## config.mk

```make
export PLATFORM = sky130hd
export DESIGN_NAME = mc_ctrl_fsm
export DESIGN_NICKNAME = d
export VERILOG_FILES = /design/src/rtl/mc_ctrl_fsm.sv
export SDC_FILE = /design/constraint.sdc
export NUM_CORES = 1
export LEC_CHECK = 0
export BUFFER_PORTS_ARGS = -buffer_cell sky130_fd_sc_hd__buf_2
export CAP_MARGIN = 20
export CORE_MARGIN = 2
export CORE_UTILIZATION = 60
export CTS_BUF_LIST = sky130_fd_sc_hd__clkbuf_2
export DETAILED_ROUTE_END_ITERATION = 6
export HOLD_SLACK_MARGIN = 0.05
export PLACE_DENSITY = 0.88
export SLEW_MARGIN = 25
export SYNTH_ARGS = -nofsm -noshare
export SYNTH_HDL_FRONTEND = slang
export SYNTH_SLANG_ARGS = --single-unit
```

## constraint.sdc

```tcl
create_clock -name clk -period 3.19 [get_ports clk]
set_input_delay 0.4785 -clock clk [delete_from_list [all_inputs] [get_ports clk]]
set_output_delay 0.4785 -clock clk [all_outputs]
set_load 0.02 [all_outputs]
```

## src/rtl/mc_ctrl_fsm.sv

```systemverilog
// -----------------------------------------------------------------------------
// mc_ctrl_fsm
// Multi-cycle control unit for the MIPS core. Sequences FETCH / DECODE / EXEC /
// MEM / WB against variable-latency instruction and data memories (req/rdy
// handshakes), drives the datapath enables and mux selects, and traps on a
// memory timeout or an unsupported instruction.
//
// Parameters:
//   MEM_TIMEOUT  max cycles a memory req may stay unacknowledged (1..65535)
//   TO_W         timeout counter width, 2**TO_W > MEM_TIMEOUT
//
// Ports:
//   clk, rst                 rising-edge clock, async active-high reset
//   op, funct                instruction[31:26] / [5:0], valid from DECODE on
//   zero, of                 ALU zero (beq) and overflow (addi) flags
//   imem_rdy, dmem_rdy       memory acknowledges
//   imem_req, dmem_req       memory requests; dmem_we / mem_size qualify dmem
//   ir_we, enpc, npc_sel     IR latch, PC strobe, next-PC source
//   gpr_we, gpr_sel, wd_sel  register file write enable / dest / data source
//   alu_op, bsel, ext_op     ALU operation, B operand source, immediate extend
//   state                    current state encoding
//   trap, trap_cause         sticky error flag, 0 = mem timeout, 1 = illegal
//
// Optional build macro PERF_CNT_EN adds cyc_cnt[31:0] (cycles outside TRAP)
// and ret_cnt[31:0] (retired instructions). Undefined: ports and logic absent.
// -----------------------------------------------------------------------------
module mc_ctrl_fsm #(
  parameter int MEM_TIMEOUT = 255,
  parameter int TO_W        = 8
) (
  input  logic        clk,
  input  logic        rst,
  input  logic [5:0]  op,
  input  logic [5:0]  funct,
  input  logic        zero,
  input  logic        of,
  input  logic        imem_rdy,
  input  logic        dmem_rdy,
  output logic        imem_req,
  output logic        dmem_req,
  output logic        dmem_we,
  output logic        mem_size,
  output logic        ir_we,
  output logic        enpc,
  output logic [1:0]  npc_sel,
  output logic        gpr_we,
  output logic [1:0]  gpr_sel,
  output logic [1:0]  wd_sel,
  output logic [2:0]  alu_op,
  output logic        bsel,
  output logic [1:0]  ext_op,
  output logic [2:0]  state,
  output logic        trap,
  output logic        trap_cause
`ifdef PERF_CNT_EN
  ,
  output logic [31:0] cyc_cnt,
  output logic [31:0] ret_cnt
`endif
);

  localparam logic [5:0] OP_RTYPE = 6'b000000;
  localparam logic [5:0] OP_J     = 6'b000010;
  localparam logic [5:0] OP_JAL   = 6'b000011;
  localparam logic [5:0] OP_BEQ   = 6'b000100;
  localparam logic [5:0] OP_ADDI  = 6'b001000;
  localparam logic [5:0] OP_ORI   = 6'b001101;
  localparam logic [5:0] OP_LB    = 6'b100000;
  localparam logic [5:0] OP_LW    = 6'b100011;
  localparam logic [5:0] OP_SB    = 6'b101000;
  localparam logic [5:0] OP_SW    = 6'b101011;
  localparam logic [5:0] F_JR     = 6'b001000;
  localparam logic [5:0] F_ADDU   = 6'b100001;
  localparam logic [5:0] F_SUBU   = 6'b100011;

  typedef enum logic [2:0] {
    S_FETCH  = 3'b000,
    S_DECODE = 3'b001,
    S_EXEC   = 3'b010,
    S_MEM    = 3'b011,
    S_WB     = 3'b100,
    S_TRAP   = 3'b111
  } state_t;

  typedef enum logic [3:0] {
    C_ILL  = 4'd0,  C_ADDU = 4'd1,  C_SUBU = 4'd2,  C_JR  = 4'd3,
    C_J    = 4'd4,  C_JAL  = 4'd5,  C_ORI  = 4'd6,  C_ADDI = 4'd7,
    C_LW   = 4'd8,  C_LB   = 4'd9,  C_SW   = 4'd10, C_SB  = 4'd11,
    C_BEQ  = 4'd12
  } cls_t;

  state_t          state_r, state_next_s;
  cls_t            cls_s;
  logic [TO_W-1:0] to_cnt_r;
  logic            trap_r, trap_cause_r;
  logic            enter_trap_s, cause_s;
  logic            wait_s, to_last_s, is_load_s, is_store_s;
  logic            imem_req_s, dmem_req_s, dmem_we_s, mem_size_s, ir_we_s, enpc_s;
  logic            gpr_we_s, bsel_s;
  logic [1:0]      npc_sel_s, gpr_sel_s, wd_sel_s, ext_op_s;
  logic [2:0]      alu_op_s;

  // Instruction class decode from the opcode/funct fields.
  always_comb begin
    cls_s = C_ILL;
    case (op)
      OP_RTYPE: begin
        case (funct)
          F_ADDU:  cls_s = C_ADDU;
          F_SUBU:  cls_s = C_SUBU;
          F_JR:    cls_s = C_JR;
          default: cls_s = C_ILL;
        endcase
      end
      OP_J:    cls_s = C_J;
      OP_JAL:  cls_s = C_JAL;
      OP_BEQ:  cls_s = C_BEQ;
      OP_ADDI: cls_s = C_ADDI;
      OP_ORI:  cls_s = C_ORI;
      OP_LB:   cls_s = C_LB;
      OP_LW:   cls_s = C_LW;
      OP_SB:   cls_s = C_SB;
      OP_SW:   cls_s = C_SW;
      default: cls_s = C_ILL;
    endcase
  end

  assign is_load_s  = (cls_s == C_LW) || (cls_s == C_LB);
  assign is_store_s = (cls_s == C_SW) || (cls_s == C_SB);
  // Last permitted wait cycle: a wait here means the count reaches MEM_TIMEOUT.
  assign to_last_s  = (to_cnt_r == TO_W'(MEM_TIMEOUT - 1));
  assign wait_s     = (imem_req_s & ~imem_rdy) | (dmem_req_s & ~dmem_rdy);

  // Next-state and Moore output decode; rst forces every strobe low at once so
  // an abandoned handshake is dropped before the next clock edge.
  always_comb begin
    state_next_s = state_r;
    imem_req_s   = 1'b0;
    dmem_req_s   = 1'b0;
    dmem_we_s    = 1'b0;
    mem_size_s   = 1'b0;
    ir_we_s      = 1'b0;
    enpc_s       = 1'b0;
    npc_sel_s    = 2'b00;
    gpr_we_s     = 1'b0;
    gpr_sel_s    = 2'b00;
    wd_sel_s     = 2'b00;
    alu_op_s     = 3'b000;
    bsel_s       = 1'b0;
    ext_op_s     = 2'b00;
    enter_trap_s = 1'b0;
    cause_s      = 1'b0;
    if (rst) begin
      state_next_s = S_FETCH;
    end else begin
      case (state_r)
        S_FETCH: begin
          imem_req_s = 1'b1;
          if (imem_rdy) begin
            ir_we_s      = 1'b1;
            enpc_s       = 1'b1;
            state_next_s = S_DECODE;
          end else if (to_last_s) begin
            enter_trap_s = 1'b1;
            state_next_s = S_TRAP;
          end else begin
            state_next_s = S_FETCH;
          end
        end
        S_DECODE: begin
          case (cls_s)
            C_J: begin
              enpc_s       = 1'b1;
              npc_sel_s    = 2'b10;
              state_next_s = S_FETCH;
            end
            C_JAL: begin
              enpc_s       = 1'b1;
              npc_sel_s    = 2'b10;
              gpr_we_s     = 1'b1;
              gpr_sel_s    = 2'b10;
              wd_sel_s     = 2'b10;
              state_next_s = S_FETCH;
            end
            C_JR: begin
              enpc_s       = 1'b1;
              npc_sel_s    = 2'b11;
              state_next_s = S_FETCH;
            end
            C_ILL: begin
              enter_trap_s = 1'b1;
              cause_s      = 1'b1;
              state_next_s = S_TRAP;
            end
            default: state_next_s = S_EXEC;
          endcase
        end
        S_EXEC: begin
          case (cls_s)
            C_ADDU: begin
              alu_op_s     = 3'b000;
              state_next_s = S_WB;
            end
            C_SUBU: begin
              alu_op_s     = 3'b001;
              state_next_s = S_WB;
            end
            C_ORI: begin
              alu_op_s     = 3'b010;
              bsel_s       = 1'b1;
              ext_op_s     = 2'b00;
              state_next_s = S_WB;
            end
            C_ADDI: begin
              bsel_s       = 1'b1;
              ext_op_s     = 2'b01;
              state_next_s = S_WB;
            end
            C_LW, C_LB, C_SW, C_SB: begin
              bsel_s       = 1'b1;
              ext_op_s     = 2'b01;
              state_next_s = S_MEM;
            end
            C_BEQ: begin
              alu_op_s = 3'b001;
              if (zero) begin
                enpc_s    = 1'b1;
                npc_sel_s = 2'b01;
              end else begin
                enpc_s    = 1'b0;
                npc_sel_s = 2'b00;
              end
              state_next_s = S_FETCH;
            end
            default: begin
              // op changed under us after DECODE; treat as illegal
              enter_trap_s = 1'b1;
              cause_s      = 1'b1;
              state_next_s = S_TRAP;
            end
          endcase
        end
        S_MEM: begin
          if (is_load_s || is_store_s) begin
            dmem_req_s = 1'b1;
            dmem_we_s  = is_store_s;
            mem_size_s = (cls_s == C_LB) || (cls_s == C_SB);
            // rdy on the final permitted cycle wins over the timeout
            if (dmem_rdy) begin
              if (is_store_s) begin
                state_next_s = S_FETCH;
              end else begin
                state_next_s = S_WB;
              end
            end else if (to_last_s) begin
              enter_trap_s = 1'b1;
              state_next_s = S_TRAP;
            end else begin
              state_next_s = S_MEM;
            end
          end else begin
            enter_trap_s = 1'b1;
            cause_s      = 1'b1;
            state_next_s = S_TRAP;
          end
        end
        S_WB: begin
          state_next_s = S_FETCH;
          case (cls_s)
            C_ADDU, C_SUBU: begin
              gpr_we_s  = 1'b1;
              gpr_sel_s = 2'b01;
            end
            C_ORI: gpr_we_s = 1'b1;
            // addi overflow suppresses the write (flag held from EXEC)
            C_ADDI: gpr_we_s = ~of;
            C_LW, C_LB: begin
              gpr_we_s = 1'b1;
              wd_sel_s = 2'b01;
            end
            default: begin
              enter_trap_s = 1'b1;
              cause_s      = 1'b1;
              state_next_s = S_TRAP;
            end
          endcase
        end
        S_TRAP: state_next_s = S_TRAP;
        default: begin
          enter_trap_s = 1'b1;
          state_next_s = S_TRAP;
        end
      endcase
    end
  end

  // State register.
  always_ff @(posedge clk or posedge rst) begin
    if (rst) begin
      state_r <= S_FETCH;
    end else begin
      state_r <= state_next_s;
    end
  end

  // Handshake timeout counter; any state change restarts it.
  always_ff @(posedge clk or posedge rst) begin
    if (rst) begin
      to_cnt_r <= {TO_W{1'b0}};
    end else if (state_next_s != state_r) begin
      to_cnt_r <= {TO_W{1'b0}};
    end else if (wait_s) begin
      to_cnt_r <= to_cnt_r + TO_W'(1);
    end else begin
      to_cnt_r <= to_cnt_r;
    end
  end

  // Sticky trap flag and cause, captured on entry to TRAP.
  always_ff @(posedge clk or posedge rst) begin
    if (rst) begin
      trap_r       <= 1'b0;
      trap_cause_r <= 1'b0;
    end else if (enter_trap_s) begin
      trap_r       <= 1'b1;
      trap_cause_r <= cause_s;
    end else begin
      trap_r       <= trap_r;
      trap_cause_r <= trap_cause_r;
    end
  end

`ifdef PERF_CNT_EN
  logic        retire_s;
  logic [31:0] cyc_cnt_r, ret_cnt_r;

  // An instruction retires when its final state hands back to FETCH.
  assign retire_s = (state_next_s == S_FETCH) && (state_r != S_FETCH) && (state_r != S_TRAP);

  // Free-running cycle and retire counters, wrapping at 2**32.
  always_ff @(posedge clk or posedge rst) begin
    if (rst) begin
      cyc_cnt_r <= 32'd0;
      ret_cnt_r <= 32'd0;
    end else begin
      if (state_r != S_TRAP) begin
        cyc_cnt_r <= cyc_cnt_r + 32'd1;
      end else begin
        cyc_cnt_r <= cyc_cnt_r;
      end
      if (retire_s) begin
        ret_cnt_r <= ret_cnt_r + 32'd1;
      end else begin
        ret_cnt_r <= ret_cnt_r;
      end
    end
  end

  assign cyc_cnt = cyc_cnt_r;
  assign ret_cnt = ret_cnt_r;
`endif

  assign imem_req   = imem_req_s;
  assign dmem_req   = dmem_req_s;
  assign dmem_we    = dmem_we_s;
  assign mem_size   = mem_size_s;
  assign ir_we      = ir_we_s;
  assign enpc       = enpc_s;
  assign npc_sel    = npc_sel_s;
  assign gpr_we     = gpr_we_s;
  assign gpr_sel    = gpr_sel_s;
  assign wd_sel     = wd_sel_s;
  assign alu_op     = alu_op_s;
  assign bsel       = bsel_s;
  assign ext_op     = ext_op_s;
  assign state      = state_r;
  assign trap       = trap_r;
  assign trap_cause = trap_cause_r;

endmodule

```

# Word-level counts from Yosys, hierarchy flattened
# Index checks and enable logic that the tools add are counted.
# word_totals
register_bits	13
in_bits	18
out_inout_bits	24
wordCells	133
# op_classes
add_sub_neg	1
n_eq_ne	31
mux	71
n_bitwise	6
reduce_logical	20
# ops
op	n
$mux W1	40
$pmux W4 S10	1
$eq A6 B6 Y1 const B	6
$mux W3	8
$eq A4 B4 Y1 const B	5
$pmux W2 S2	5
$eq A6 B4 Y1 const B	3
$eq A4 B3 Y1 const B	4
$mux W8	2
$pmux W3 S5	1
$eq A6 B2 Y1 const B	2
$mux W2	6
$reduce_or A6 Y1	2
$reduce_or A5 Y1	2
$pmux W3 S3	1
$reduce_or A9 Y1	1
$add A8 B1 Y8 const B	1
$eq A4 B2 Y1 const B	2
$eq A8 B8 Y1 const B	1
$reduce_or A2 Y1	4
$reduce_or A4 Y1	2
$eq A3 B2 Y1 const B	2
$eq A3 B3 Y1 const B	2
$eq A6 B3 Y1 const B	1
other kinds (18)	25

# Longest topological paths before layout
# depth
depth_word	13
depth_mapped	9

# Least setup slack after synthesis
# No wires, ideal clock.
# synth_path
path_type	input to output
from	in rst
to	out bsel
arrival_time_ps	2211
required_ps	2711
setup_slack_ps	501
cell_stages	6
path_buffers	1
cell_sequence	clkbuf_1 > inv_1 > nand2_1 > nor3_1 > nor3b_1 > or2_2
# synth_via
elab_chain_cells	1
# synth_lines
element	line	source
from (decl)	32	input logic rst,
$mux W1	153	if (rst) begin
to (decl)	50	output logic bsel,
# No other way between the ends.

# Final worst setup path
# layout_path
from	in funct[0]
to	out gpr_sel[0]
# layout_via
elab_chain_cells	8
word_cells_on_any_way	11
cone_classes	5 x eq/ne; 5 x mux; 1 x reduce/logical
# layout_lines
element	line	source
from (decl)	34	input logic [5:0] funct,
$eq A6 B4 Y1 or $eq A6 B6 Y1 (tied branches)	108	case (funct)
$pmux W2 S3 (*)	108	
$pmux W4 S10 (*)	106	case (op)
$eq A4 B1 Y1 or $eq A4 B2 Y1 (tied branches)	269	case (cls_s)
$reduce_or A2 Y1 (*)	-	
$mux W1 (*)	269	
$pmux W2 S2 (*)	156	case (state_r)
$mux W2 (*)	153	
to (decl)	47	output logic [1:0] gpr_sel,
# Mark *: on every way between the ends. The rest lies on a longest branch, timed or not.

==> results.py <==
metrics = {
    "status": {
        "status": "finished, final reports clean",
    },
    "grt": {
        "grt_pass1_vias": 1551,
        "antenna_found_initial": 0,
        "grt_usage_pct": 25.3,
        "grt_pass1_wl_um": 6870,
        "overflow": 0,
        "grt_max_degree": 20,
    },
    "min_path": {
        "min-delay-path-class": "in -> async",
    },
    "clock_tree": {
        "holdBufCountCts": 0,
        "cts_tree": "done",
        "cts-root-buf": "clkbuf_2",
        "cts.clk_slew.worst_paths_ns": 0.13,
        "clkLatencyLatePin_ns": 0.28,
        "clock_path_buffers": 2,
        "cts_buffers": 3,
        "clkSinkCount": 13,
        "cts.repair.resized": 0,
        "post-cts-setup-buffers": 0,
        "htree_levels": 1,
    },
    "floorplan": {
        "die_height_um": 58.3,
        "initial_core_util_pct": 63.7,
        "die_area_um2": 3400,
        "dieWidth_um": 58.3,
        "fp-row-count": 19,
        "coreArea_um2": 2780,
        "ioPinCount": 42,
    },
    "yosys": {
        "synthAdderAreaFrac_pct": 1.41,
        "ys_warn_count": 0,
        "synthMuxAreaShare_pct": 2.40,
        "synth_top_family_by_area": "simple AND/OR/NAND/NOR gates",
        "synthFlopType": "dfrtp_1",
        "syn_inst": 210,
        "synthSimpleGateAreaFrac_pct": 37.6,
        "synth_top_cell_area_share_pct": 18.4,
        "synth_area_leaders": "dfrtp_1 18%, nor2_1 4.9%, nor3_2 3.4%, nor3_1 3.1%, nand3_1 2.8%",
        "yosysMostFrequentCell": "nor2_1",
        "synth-edff-count": 0,
        "ys_top_cells_by_count": "23 x nor2_1, 13 x dfrtp_1, 13 x nand2_1, 11 x nor3_1, 10 x nand3_1",
        "synthXorXnorAreaFrac_pct": 3.46,
        "yosysUniqueCellTypes": 70,
        "ys_seq_area_share_pct": 18.4,
        "ys_ff_latch": 13,
        "synth_area_um2": 1770,
        "yosys.area.top_type": "dfrtp_1",
        "avgSynthCellArea_um2": 8.44,
        "async_reset_ff_share_pct": 100,
        "synth_compound_area_share_pct": 28.8,
    },
    "sta": {
        "rsz0062_at_grt": "false",
        "drv_slew": 0,
        "setup_violations": 0,
        "fmax_mhz": 364,
        "tns_ns": 0,
        "hold_viol_final": 0,
        "relSlewSlack_pct": 58.3,
        "worst_slew_pin_slew_ns": 0.619,
        "fin_skew_ns": 0.0169,
        "setup_slack_ns": 0.442,
        "fin_crit_sh_pct": 86.2,
        "period_minus_slack_ns": 2.75,
    },
    "critical_path": {
        "path_max_fanout": 3,
        "reg2reg_depth": 6,
        "crit_type": "in -> out",
        "cp-start-kind": "primary input",
        "arrival_ns": 2.27,
        "cp.required_ns": 2.71,
        "timing.rr.start": "state[0]$_DFF_PP0_",
        "cp-end-kind": "output pin",
        "r2r_end": "to_cnt_r[5]$_DFFE_PP0P_",
        "r2r_slack_ns": 0.69,
    },
    "placed_design": {
        "dp_hpwl_um": 3100,
        "pre_cts_slack_ns": 0.460,
        "place.gp.congestion": 0.930,
        "numPortBuffers": 39,
    },
    "drt": {
        "first_pass_iters": 4,
        "drt_first_iter_violations": 93,
        "viasPerCell": 6.25,
        "vias": 1701,
        "drtAntennaViolNets": 0,
        "wl_um": 3990,
        "routedWlPerCell_um": 14.7,
        "drc": 0,
    },
    "pwr": {
        "power_density_nw_per_um2": 561,
        "leakagePower_nw": 0.785,
        "worst_ir_drop_vdd_mv": 0.509,
        "total_power_mw": 1.09,
    },
    "cells_and_area": {
        "final_nets": 262,
        "drive_gt1_share_pct": 32.8,
        "n_fill_cell": 243,
        "synthToLayoutAreaGrowth_pct": 9.96,
        "antenna_cells": 0,
    },
    "job": {
        "cap_violations": 0,
    },
}
[layer usage]
metal  GRT usage (%)  vias to the layer above  part of all wire [%]
met5               0                        -                     0
met4            4.32                        0                     0
met3            5.27                        0                   7.3
met2            41.7                       75                    47
met1            34.8                      793                    46
li1                -                      833                     -
[cell families after synthesis]
| group | after synthesis |
|---|---|
| flops | 13 |
| buf+inv | 25 |
| mux | 3 |
| fa+ha+maj | 2 |
| xor+xnor | 7 |
| simple gates | 109 |
| other cells | 1 |
| compound gates | 50 |
[where the power goes]
part           switching (mW)  leakage, nW  internal [mW]
Sequential             0.0766        0.169          0.193
Combinational           0.455        0.599          0.282
Clock                  0.0541       0.0166         0.0332
[sequential cells by signal, summed over array words and instances, names as in the netlist]
| name | flops |
|---|---|
| state | 3 |
| trap_cause | 1 |
| to_cnt_r | 8 |
| trap | 1 |
[placed cells by master, fill, tap and decap left out, types with 3 or more instances in the layout]
cell type | netlist | routed
dfrtp_1 | 13 | 13
nor2_1 | 23 | 23
inv_1 | 8 | 8
nor3_2 | 6 | 6
and2_1 | 5 | 5
xor2_1 | 5 | 5
a31oi_1 | 3 | 3
nor2b_1 | 4 | 4
buf_2 | 2 | 39
nand4_1 | 5 | 5
or3_1 | 6 | 6
nand2_1 | 13 | 13
nor3b_1 | 3 | 3
buf_4 | 5 | 3
clkbuf_2 | 0 | 4
nand3_1 | 10 | 10
nor3_1 | 11 | 11
o31ai_1 | 3 | 3
a21oi_1 | 5 | 5
o21ai_0 | 7 | 7
[metrics by stage]
stage / hold WS, ns / area (um2) / instances / utilization (%)
finish: 0.341 / 1950 / 272 / 70.0
floorplan: 0.537 / 1780 / 211 / -
global route: 0.366 / 1950 / 272 / 70.0
CTS: 0.343 / 1950 / 272 / 70.0
global placement: 0.457 / 1930 / 268 / 69.3
detailed placement: 0.475 / 1930 / 268 / 69.3
[worst max path at each step]
stage | cells past startpoint | end | slack (ns) | startpoint
finish | 8 | gpr_sel[0] | 0.44 | funct[0]
global route | 8 | gpr_we | 0.38 | op[3]
CTS | 8 | gpr_sel[0] | 0.45 | funct[0]
detailed placement | 8 | gpr_sel[0] | 0.46 | funct[0]
global placement | 8 | gpr_sel[0] | 0.52 | op[3]
floorplan | 6 | bsel | 0.50 | rst
[final cells by class]
cell class | instances | area (um2) | area share, %
well taps | 31 | 38.8 | 1.99
inverters | 9 | 33.8 | 1.73
multi-input cells | 173 | 1310 | 67.4
flip-flops and latches | 13 | 325 | 16.7
repair buffers | 42 | 218 | 11.2
clock buffers | 4 | 20.0 | 1.03
[critical path, stage by stage]
cell and delay [ns]:
buf_2 0.11, and3b_1 0.19, o21ai_1 0.32, o31ai_2 0.16, and2_1 0.20, or4_1 0.49, nor2_1 0.14, buf_2 0.18
No activity file was read; power rests on OpenSTA's default activity.
